[src/rtl/div_unit.sv]
// Multi-cycle RV32M divide/remainder unit that stalls the core FSM in EXECUTE.
// Radix-2 restoring division, one quotient bit per cycle, with single-cycle special cases.
module div_unit #(
  parameter int XLEN = 32
) (
  input  logic            clk,
  input  logic            reset_n,
  input  logic            start,
  input  logic [1:0]      op,
  input  logic [XLEN-1:0] rs1,
  input  logic [XLEN-1:0] rs2,
  output logic            div_busy,
  output logic            div_done,
  output logic [XLEN-1:0] result
);

  localparam int CW = $clog2(XLEN) + 1;

  localparam logic [1:0] IDLE  = 2'd0;
  localparam logic [1:0] RUN   = 2'd1;
  localparam logic [1:0] FIXUP = 2'd2;
  localparam logic [1:0] DONE  = 2'd3;

  logic [1:0]      state;
  logic [1:0]      state_nxt;
  logic [CW-1:0]   cnt;
  logic [XLEN:0]   rem;
  logic [XLEN-1:0] quot;
  logic [XLEN-1:0] divisor;
  logic            rem_sel;
  logic            neg_q;
  logic            neg_r;

  logic            accept;
  logic            is_signed;
  logic            is_rem;
  logic            div_by_zero;
  logic            overflow;
  logic            special;
  logic [XLEN-1:0] abs_a;
  logic [XLEN-1:0] abs_b;
  logic [XLEN-1:0] special_res;
  logic [XLEN+1:0] rem_shift;
  logic [XLEN+1:0] trial;

  // Operand decode for the request being accepted this cycle.
  always_comb begin
    accept      = (state == IDLE) && start;
    is_signed   = ~op[0];
    is_rem      = op[1];
    abs_a       = (is_signed && rs1[XLEN-1]) ? -rs1 : rs1;
    abs_b       = (is_signed && rs2[XLEN-1]) ? -rs2 : rs2;
    div_by_zero = (rs2 == '0);
    overflow    = is_signed && (rs1 == {1'b1, {(XLEN-1){1'b0}}}) && (rs2 == '1);
    special     = div_by_zero || overflow;
    if (div_by_zero) begin
      special_res = is_rem ? rs1 : '1;
    end else begin
      special_res = is_rem ? '0 : rs1;
    end
  end

  // One restoring step: the extra top bit of trial is the borrow/sign.
  always_comb begin
    rem_shift = {rem, quot[XLEN-1]};
    trial     = rem_shift - {2'b00, divisor};
  end

  always_comb begin
    state_nxt = state;
    case (state)
      IDLE:    if (start) state_nxt = special ? DONE : RUN;
      RUN:     if (cnt == CW'(XLEN - 1)) state_nxt = FIXUP;
      FIXUP:   state_nxt = DONE;
      DONE:    if (!start) state_nxt = IDLE;
      default: state_nxt = IDLE;
    endcase
  end

  // Gated by reset so the FSM never sees a stall request while the unit is held in reset.
  assign div_busy = reset_n && (accept || (state == RUN) || (state == FIXUP));

  always_ff @(posedge clk or negedge reset_n) begin
    if (!reset_n) begin
      state    <= IDLE;
      div_done <= 1'b0;
    end else begin
      state    <= state_nxt;
      div_done <= (state_nxt == DONE);
    end
  end

  // The result register only changes on a special-case accept or in FIXUP, never mid-iteration.
  always_ff @(posedge clk or negedge reset_n) begin
    if (!reset_n) begin
      cnt     <= '0;
      rem     <= '0;
      quot    <= '0;
      divisor <= '0;
      rem_sel <= 1'b0;
      neg_q   <= 1'b0;
      neg_r   <= 1'b0;
      result  <= '0;
    end else begin
      case (state)
        IDLE: begin
          if (start) begin
            rem_sel <= is_rem;
            divisor <= abs_b;
            quot    <= abs_a;
            rem     <= '0;
            cnt     <= '0;
            neg_q   <= is_signed && (rs1[XLEN-1] ^ rs2[XLEN-1]);
            neg_r   <= is_signed && rs1[XLEN-1];
            if (special) begin
              result <= special_res;
            end
          end
        end
        RUN: begin
          if (trial[XLEN+1]) begin
            rem <= rem_shift[XLEN:0];
          end else begin
            rem <= trial[XLEN:0];
          end
          quot <= {quot[XLEN-2:0], ~trial[XLEN+1]};
          cnt  <= cnt + CW'(1);
        end
        FIXUP: begin
          if (rem_sel) begin
            result <= neg_r ? -rem[XLEN-1:0] : rem[XLEN-1:0];
          end else begin
            result <= neg_q ? -quot : quot;
          end
        end
        default: ;
      endcase
    end
  end

endmodule

[config.mk]
export PLATFORM = sky130hd
export DESIGN_NAME = div_unit
export DESIGN_NICKNAME = d
export VERILOG_FILES = /design/src/rtl/div_unit.sv
export SDC_FILE = /design/constraint.sdc
export NUM_CORES = 1
export LEC_CHECK = 0
export BUFFER_PORTS_ARGS = -buffer_cell sky130_fd_sc_hd__buf_4
export CAP_MARGIN = 15
export CELL_PAD_IN_SITES_DETAIL_PLACEMENT = 2
export CELL_PAD_IN_SITES_GLOBAL_PLACEMENT = 2
export CORE_ASPECT_RATIO = 1.25
export CORE_MARGIN = 2
export CORE_UTILIZATION = 40
export CTS_BUF_LIST = sky130_fd_sc_hd__clkbuf_4
export DETAILED_ROUTE_END_ITERATION = 16
export PLACE_DENSITY = 0.95
export SYNTH_ARGS = -nofsm -noshare
export SYNTH_HDL_FRONTEND = slang
export SYNTH_SLANG_ARGS = --single-unit
[constraint.sdc]
create_clock -name clk -period 4.94 [get_ports clk]
set_clock_uncertainty 0.15 [all_clocks]
set_input_delay 0.494 -clock clk [delete_from_list [all_inputs] [get_ports clk]]
set_output_delay 0.494 -clock clk [all_outputs]
set_load 0.03 [all_outputs]
==> reports/qor.yml, run 1 <==
min_path:
  worstHoldPathCells: 3
  min_to: "quot[6]$_DFFE_PN0P_"
  min_from: "rs1[6]"
  hold_class: "input port to register"
clocking:
  cts_max_level: 4
  clockRootBuffer: "clkbuf_4"
  clkLatencyLatePin_ns: 0.66
  ctsResizeCount: 0
  clk_path_buf_depth: 2
  cts_sinks: 141
  numCtsBuffers: 17
  cts.clk_slew.worst_paths_ns: 0.15
  cts_tree: "done"
power:
  power.density_nw_per_um2: 769
  peakVddDrop_v: 0.000434
  power_mw: 9.35
  leakage_nw: 4.92
  intPower_mw: 4.28
  combPwrFrac: 0.629
  swShare: 0.542
  clkPwrFrac: 0.092
  sequentialPowerShare: 0.279
  switching_power_mw: 5.07
sta:
  rsz0062_at_grt: "no"
  slew_headroom: 0.154
  post-route-min-period_ns: 4.19
  tns_ns: 0
  worst_pin_slew_ns: 1.26
  timing.fmax_mhz: 239
  slew_violations: 0
  hold_viol_final: 0
  finalSetupViolations: 0
  fin_crit_sh: 0.849
synth:
  netlist_area_um2: 10700
  ys_types: 66
  ys.flop_type: "dfrtp_1"
  ys_seq_elements: 141
  ys_warn_count: 0
  syn_inst: 1321
  synth-edff-count: 0
  ys_seq_area_frac: 0.330
  synthArstFlopShare: 1.00
  syn_avg_cell_area_um2: 8.10
  syn_nets: 1429
die:
  chipWidth_um: 150
  io_pins: 103
  dieArea_um2: 28100
  start_util: 0.409
  rows: 66
  fp.dieH_um: 187
  design.core.area_um2: 26200
finish:
  final_common_cell: "o21ai_0"
  drive_gt1_frac: 0.132
  n_fill_cell: 2926
  final_cell_mix: "181 x o21ai_0, 140 x dfrtp_1, 129 x nand2_1"
  finalNetCount: 1500
  area_delta_synth_final_pct: 13.6
global_route:
  grtUsageTotal: 0.330
  grt_antenna_before_repair: 1
  grt_max_degree: 75
  grt_pass1_vias: 12400
  grt_pass1_wl_um: 71800
  grt_overflow: 0
setup_path:
  cpMostUsedCell: "o21ai_0"
  cp_slowest_cell: "dfrtp_1"
  criticalPathCategory: "register to register"
  r2r_cells: 14
  path_max_fanout: 5
  crit_chain: "inv_1 > ha_1 > inv_1 > fa_1 > a21oi_1 > o21ai_0 > o21ai_0 > a21oi_1 > o311ai_0 > buf_4 > o21ai_0 > a311oi_1 > xnor2_1 > o21ai_0"
  rr_startpoint: "quot[31]$_DFFE_PN0P_"
  arrival_ns: 4.51
  rrSetupSlack_ns: 0.75
  path_buf_inv: 3
  end_kind: "register"
  required_ns: 5.26
  timing.rr.end: "rem[32]$_DFFE_PN0P_"
  worstSetupStartpointType: "register"
  slowest_delay_ns: 0.54
  cp_top_family: "compound AO/OA/AOI/OAI gates"
route:
  drt-wirelength-per-cell_um: 26.3
  drc: 0
  drtPass1Iterations: 5
  drt-total-wl_um: 46000
  dr_total_vias: 11200
  ant_nets: 0
  drt_iter0_markers: 813
  viasPerCell: 6.44
flow_run:
  drv_cap: 0
placed_design:
  port_buffers: 102
  gp_congestion: 0.915
  hpwl_um: 31900
outcome:
  outcome: "completed"
## synth_stat cells (32+ instances only)
master    instances  area share
a21oi_1          71       0.033
nand3_1          47       0.022
o31ai_1          37       0.026
ha_1             38       0.044
a22oi_1          32       0.022
inv_1            53       0.019
nor2_1           77       0.027
clkbuf_1         64       0.022
xnor2_1          65       0.053
dfrtp_1         141        0.33
xor2_1           82       0.067
o21ai_0         181       0.085
nand2_1         131       0.046
## worst max path at each step
| stage | end | slack, ns | cells past startpoint | startpoint |
|---|---|---|---|---|
| 6_report | rem[32]$_DFFE_PN0P_ | 0.75 | 14 | quot[31]$_DFFE_PN0P_ |
| 5_1_grt | rem[32]$_DFFE_PN0P_ | 0.51 | 14 | quot[31]$_DFFE_PN0P_ |
| 4_1_cts | rem[32]$_DFFE_PN0P_ | 0.75 | 14 | quot[31]$_DFFE_PN0P_ |
| 3_5_place_dp | rem[32]$_DFFE_PN0P_ | 0.92 | 14 | quot[31]$_DFFE_PN0P_ |
| 3_3_place_gp | rem[32]$_DFFE_PN0P_ | 1.15 | 14 | quot[31]$_DFFE_PN0P_ |
| 2_1_floorplan | rem[32]$_DFFE_PN0P_ | 1.66 | 13 | quot[31]$_DFFE_PN0P_ |
## layout make-up
class                           count  area (µm²)  area share
Multi-Input combinational cell   1052        6720       0.552
Tap cell                          340         425      0.0350
Antenna cell                        2        5.00    0.000412
Clock inverter                     15         171      0.0141
Timing Repair Buffer              127         987      0.0812
Sequential cell                   141        3530       0.290
Clock buffer                       17         128      0.0105
Inverter                           53         199      0.0164
## power by group through the flow
stage | Combinational [mW] | Clock (mW) | Sequential (mW)
5_1_grt | 6.43 | 0.910 | 2.67
3_3_place_gp | 5.04 | 0 | 2.49
3_5_place_dp | 5.54 | 0 | 2.57
4_1_cts | 5.80 | 0.863 | 2.57
6_report | 5.88 | 0.863 | 2.61
2_1_floorplan | 3.94 | 0 | 2.31
## per-layer routing
metal,GRT usage,up-vias,part of all wire
li1,-,4949,-
met1,0.393,5694,0.39
met2,0.571,459,0.51
met3,0.0451,142,0.050
met4,0.169,0,0.050
met5,0,-,0
## cells by family (layout without fill, tap and decap cells)
family,count (synthesis),after routing,share of synthesized area
other,0,2,0
multiplexers,11,11,0.0103
AND/OR/NAND/NOR,394,394,0.182
buffers and inverters,128,212,0.0466
adder cells (fa/ha/maj),39,39,0.0463
flip-flops,141,141,0.330
AO/OA/AOI/OAI,461,461,0.265
XOR/XNOR,147,147,0.120
## through the flow
stage / std cells / utilization / setup WS (ns) / area (µm²) / hold slack (ns)
detailed placement: 1702 / 0.449 / 0.917 / 11700 / 0.322
floorplan: 1321 / - / 1.66 / 10700 / 0.0484
finish: 1747 / 0.465 / 0.747 / 12200 / 0.0314
CTS: 1743 / 0.464 / 0.747 / 12100 / 0.00345
global route: 1746 / 0.464 / 0.509 / 12200 / 0.0255
global placement: 1702 / 0.449 / 1.15 / 11700 / 0.311
## worst min-delay path: stages
cell	delay, ns
buf_4	0.12
xnor2_1	0.11
o21ai_0	0.06
## repair_timing
| action | 4_1_cts | 5_1_grt |
|---|---|---|
| endpoints found under the hold margin | 71 | 0 |
| hold buffers | 9 | 0 |
| endpoints found under the setup margin | 0 | 0 |
| setup buffers | 0 | 0 |
## flip-flops by register name (all words and copies together), names as in the netlist
| name | cells |
|---|---|
| result | 32 |
| cnt | 6 |
| rem_sel | 1 |
| rem | 33 |
| neg_r | 1 |
| divisor | 32 |
| div_done | 1 |
| quot | 32 |
| state | 2 |
| neg_q | 1 |
Power figures use the tool's default switching activity.
==> run 2, diff against run 1 <==
CORE_UTILIZATION = 34   (was 40)
PLACE_DENSITY = 0.89   (was 0.95)
clock period = 3.8 ns   (was 4.94 ns; I/O delays follow)
==> run 2 against run 1 <==
  * Combinational power up 34%
  * Hold slack better by 0.063 ns
  * Core utilization down 4.2 points
  * Global-route usage down 5.3 points
  * Clock power up 15%
  * Critical path depth down 2
  * Largest cell class unchanged
==> reports/qor.yml, run 2 (synthesis results as in run 1) <==
outcome:
  outcome: "completed"
route:
  drt_iter0_markers: 515
  dr_total_vias: 11200
  viasPerCell: 5.86
  drt-wirelength-per-cell_um: 23.3
  drt-total-wl_um: 44500
  ant_nets: 0
  drtPass1Iterations: 5
  drc: 0
placed_design:
  dp_cells: 1813
  gp_congestion: 0.884
  hpwl_um: 31800
  placed_area_um2: 12200
  port_buffers: 102
flow_run:
  drv_cap: 0
sta:
  timing.fmax_mhz: 274
  finalSetupViolations: 0
  fin_crit_sh: 0.960
  slew_headroom: 0.268
  rsz0062_at_grt: "no"
  tns_ns: 0
  slew_violations: 0
  worst_pin_slew_ns: 1.10
  post-route-min-period_ns: 3.65
  hold_viol_final: 0
setup_path:
  rr_startpoint: "quot[10]$_DFFE_PN0P_"
  arrival_ns: 4.00
  rrSetupSlack_ns: 0.18
  criticalPathCategory: "input port to register"
  timing.rr.end: "result[25]$_DFFE_PN0P_"
  crit_path_end: "result[31]$_DFFE_PN0P_"
  cp-startpoint: "rs2[6]"
  r2r_cells: 9
  worstSetupStartpointType: "input port"
  path_max_fanout: 6
  required_ns: 4.15
  end_kind: "register"
power:
  power_mw: 12.0
  leakage_nw: 5.34
  peakVddDrop_v: 0.000365
  power.density_nw_per_um2: 920
finish:
  final_core_utilization: 0.422
  largest_reg_flops: 33
  final_cell_mix: "181 x o21ai_0, 158 x buf_4, 140 x dfrtp_1"
  top_register: "rem"
  final_common_cell: "o21ai_0"
  fin_cells: 1910
  area_delta_synth_final_pct: 22.3
  finalNetCount: 1599
  drive_gt1_frac: 0.149
  final_area_um2: 13100
global_route:
  grtUsageTotal: 0.276
  grt_overflow: 0
  grt_antenna_before_repair: 3
  grt_pass1_wl_um: 71400
  grt_pass1_vias: 12600
  grt_max_degree: 55
clocking:
  cts_setup_buffers: 0
  clkLatencyLatePin_ns: 0.63
  cts.clk_slew.worst_paths_ns: 0.12
  clockRootBuffer: "clkbuf_4"
  cts_sinks: 141
  clk_path_buf_depth: 2
  cts_tree: "done"
  cts_max_level: 4
  numCtsBuffers: 17
die:
  rows: 72
  chipWidth_um: 163
  io_pins: 103
  design.core.area_um2: 31000
  dieArea_um2: 32900
  start_util: 0.345
  fp.dieH_um: 202
min_path:
  hold_class: "input port to register"
[run 2: cell count changes in the layout (fill, tap and decap cells not counted), moves of 2 or more]
cell and change:
dlygate4sd3_1 +57, clkbuf_4 +2, clkinv_4 -2, clkinv_1 +2
inv_6 -2, buf_4 +42
[run 2: layout make-up]
class	instances	area, µm²
sequential	141	3530
fill	3458	17900
antenna	2	5.00
timing repair buffer	226	1880
clock inverter	10	101
clock buffer	19	143
tap	407	509
inverter	53	199
multi-input combinational	1052	6730
[run 2: worst max-delay path, stage by stage]
cell and delay (ns):
dlygate4sd3_1 0.54, buf_4 0.16, or4_1 0.59, or4_1 0.49
nor4_1 0.24, buf_4 0.18, nand4_1 0.24, nand2_1 0.42
o21ai_0 0.31, nor2_1 0.20, a21oi_1 0.08, o21ai_1 0.19
[run 2: power breakdown]
part           switching, mW  internal (mW)
sequential             0.977           2.22
combinational           4.67           3.19
clock                  0.612          0.383
[run 2: repair_timing]
| action | in CTS | in global routing |
|---|---|---|
| gates resized for setup | 0 | 2 |
| endpoints found under the hold margin | 130 | 0 |
| setup endpoints to repair | 0 | 28 |
| hold buffers | 66 | 0 |
[run 2: worst min-delay path by stage]
stage                  from  depth (start not counted)               endpoint
detailed placement  reset_n                          1  result[2]$_DFFE_PN0P_
global placement    reset_n                          1  result[2]$_DFFE_PN0P_
global route        rs1[31]                          3   quot[31]$_DFFE_PN0P_
CTS                 rs1[31]                          3   quot[31]$_DFFE_PN0P_
finish               rs1[2]                          4  result[2]$_DFFE_PN0P_
floorplan           reset_n                          0     cnt[0]$_DFFE_PN0P_
[run 2: metrics by stage]
stage | hold slack, ns | worst slack, ns
CTS | 0.0198 | 0.176
global route | 0.0397 | 0.00799
floorplan | -0.0656 | 0.516
finish | 0.0946 | 0.152
global placement | 0.239 | 0.336
detailed placement | 0.238 | 0.243
[run 2: layer usage]
metal  global-route usage  up-vias  part of all wire
met5                    0        -           0.00029
li1                     -     5127                 -
met4                0.125        2             0.043
met1                0.329     5623              0.41
met2                0.485      321              0.50
met3               0.0445      112             0.041
==> run 3, diff against run 2 <==
ABC_AREA = 1   (was not set)
CORE_MARGIN = not set   (was 2)
CORE_UTILIZATION = 31   (was 34)
RECOVER_POWER = 50   (was not set)
==> run 3 against run 2 <==
  * The flow now finishes with violations (max-capacitance violations, max-slew violations)
  * Cell count grew 52%
  * Design area rose by 18%
  * Fmax fell by 1.5%
==> reports/qor.yml, run 3 <==
clocking:
  numCtsBuffers: 17
  clockRootBuffer: "clkbuf_4"
  clkLatencyLatePin_ns: 0.68
  clk_path_buf_depth: 2
  cts_sinks: 141
  cts_max_level: 4
  cts_setup_buffers: 0
  cts_tree: "done"
  cts.clk_slew.worst_paths_ns: 0.17
synth:
  ys_warn_count: 0
  ys_types: 48
  synth-edff-count: 0
  yosys.cell_count.top_type: "nand2_1"
  ys_seq_elements: 141
  syn_avg_cell_area_um2: 6.06
  syn_inst: 2197
  syn_nets: 2305
  netlist_area_um2: 13300
  synth_area_leaders: "dfrtp_1 27%, nand2_1 19%, nand3_1 11%"
  synth_top_cell_area_share: 0.265
  synthTopCellsByCount: "670 x nand2_1, 294 x nand3_1, 282 x inv_1"
  synth.largest_area_cell: "dfrtp_1"
  synthArstFlopShare: 1.00
  ys.flop_type: "dfrtp_1"
  ys_seq_area_frac: 0.265
placed_design:
  gp_congestion: 0.898
  dp_cells: 2800
  preCtsSetupSlack_ns: 0.469
  hpwl_um: 48500
  port_buffers: 102
  placed_area_um2: 14600
setup_path:
  timing.rr.end: "quot[0]$_DFFE_PN0P_"
  cp-startpoint: "rs1[30]"
  r2r_cells: 14
  path_max_fanout: 18
  rrSetupSlack_ns: 0.41
  rr_startpoint: "rem[3]$_DFFE_PN0P_"
  crit_path_end: "result[16]$_DFFE_PN0P_"
  end_kind: "register"
  criticalPathCategory: "input port to register"
  required_ns: 4.25
  arrival_ns: 4.15
  worstSetupStartpointType: "input port"
die:
  dieArea_um2: 43800
  fp.dieH_um: 234
  start_util: 0.315
  rows: 84
  io_pins: 103
  chipWidth_um: 187
  design.core.area_um2: 42300
power:
  combPwrFrac: 0.708
  peakVddDrop_v: 0.000310
  power_mw: 15.5
  power.density_nw_per_um2: 999
  swShare: 0.606
  sequentialPowerShare: 0.209
  switching_power_mw: 9.36
  intPower_mw: 6.09
  leakage_nw: 7.71
  clkPwrFrac: 0.083
finish:
  multiInputGateArea_um2: 8330
  top_register: "rem"
  largest_reg_flops: 33
  final_common_cell: "nand2_1"
  drive_gt1_frac: 0.0874
  n_fill_cell: 5241
  final_core_utilization: 0.366
  final_area_um2: 15500
  area_delta_synth_final_pct: 16.1
  ff_latch_area_um2: 3530
  final_cell_mix: "670 x nand2_1, 294 x nand3_1, 282 x inv_1"
  finalNetCount: 2430
  fin_cells: 2895
sta:
  fin_crit_sh: 0.974
  worst_pin_slew_ns: 1.85
  postLayoutSetupSlackWorst_ns: 0.0977
  tns_ns: 0
  fin_hold_ws_ns: 0.0280
  hold_viol_final: 0
  slew_violations: 66
  timing.fmax_mhz: 270
  finalSetupViolations: 0
  post-route-min-period_ns: 3.70
  rsz0062_at_grt: "no"
  slew_headroom: -0.231
route:
  drt-total-wl_um: 70100
  drt-wirelength-per-cell_um: 24.2
  drt_iter0_markers: 956
  drtPass1Iterations: 5
  ant_nets: 0
  viasPerCell: 5.63
  dr_total_vias: 16300
  drc: 0
global_route:
  grt_overflow: 0
  grt_pass1_wl_um: 109000
  grtUsageTotal: 0.323
  grt_pass1_vias: 18400
  grt_max_degree: 79
  grt_antenna_before_repair: 1
outcome:
  violations: "max-capacitance violations, max-slew violations"
  outcome: "complete, but fails checks"
flow_run:
  drv_cap: 1
min_path:
  hold_class: "input port to register"
-- run 3: cell families after synthesis --
kind of cell | share of synthesized area
buf+inv | 0.111
flops | 0.265
compound gates | 0.128
simple gates | 0.424
xor+xnor | 0.0349
fa+ha+maj | 0.0372
-- run 3: power by group through the flow --
stage               Sequential, mW  Clock (mW)  Combinational, mW
floorplan                     3.09           0               6.88
global placement              3.07           0               9.68
finish                        3.23        1.29               10.9
detailed placement            3.14           0               10.4
global route                  3.28        1.33               12.0
CTS                           3.14        1.25               10.7
-- run 3: how the worst min path moves through the flow --
stage	startpoint	endpoint	slack (ns)	cells after the start
final	rs2[6]	divisor[6]$_DFFE_PN0P_	0.03	4
after global routing	rs2[6]	divisor[6]$_DFFE_PN0P_	0.02	4
after global placement	reset_n	rem[31]$_DFFE_PN0P_	0.26	1
after CTS	rs1[26]	quot[26]$_DFFE_PN0P_	0.005	5
after floorplan	reset_n	cnt[0]$_DFFE_PN0P_	-0.07	0
after detailed placement	reset_n	rem[31]$_DFFE_PN0P_	0.28	1
-- run 3: cell type report --
cell class              instances  share of cell area
well taps                     559              0.0452
multi-input cells            1687               0.538
inverters                     289              0.0702
diodes                          1            0.000162
flip-flops and latches        141               0.228
clock inverters                15              0.0135
clock buffers                  17             0.00825
repair buffers                186              0.0961
-- run 3: worst max-delay path: stages --
cell and delay [ns]:
dlygate4sd3_1 0.55, buf_4 0.16, inv_1 0.29, nand2_1 0.09, nor3_1 0.24, buf_4 0.17, nand4_1 0.09, buf_4 0.18
nor3_1 0.54, nand2_1 0.16, nand2_2 0.44, nand4_1 0.14, dlygate4sd3_1 0.60, nand3_1 0.10
-- run 3: per-layer routing --
| metal | wire [µm] | global-route usage | vias up |
|---|---|---|---|
| met5 | 0 | 0 | - |
| met4 | 5430 | 0.241 | 0 |
| met3 | 2430 | 0.0404 | 211 |
| met2 | 35600 | 0.600 | 472 |
| met1 | 26600 | 0.334 | 8256 |
| li1 | - | - | 7368 |
-- run 3: timing repair --
action | 4_1_cts | 5_1_grt
endpoints found under the hold margin | 132 | 0
hold buffers | 62 | 0
gates resized for setup | 0 | 0
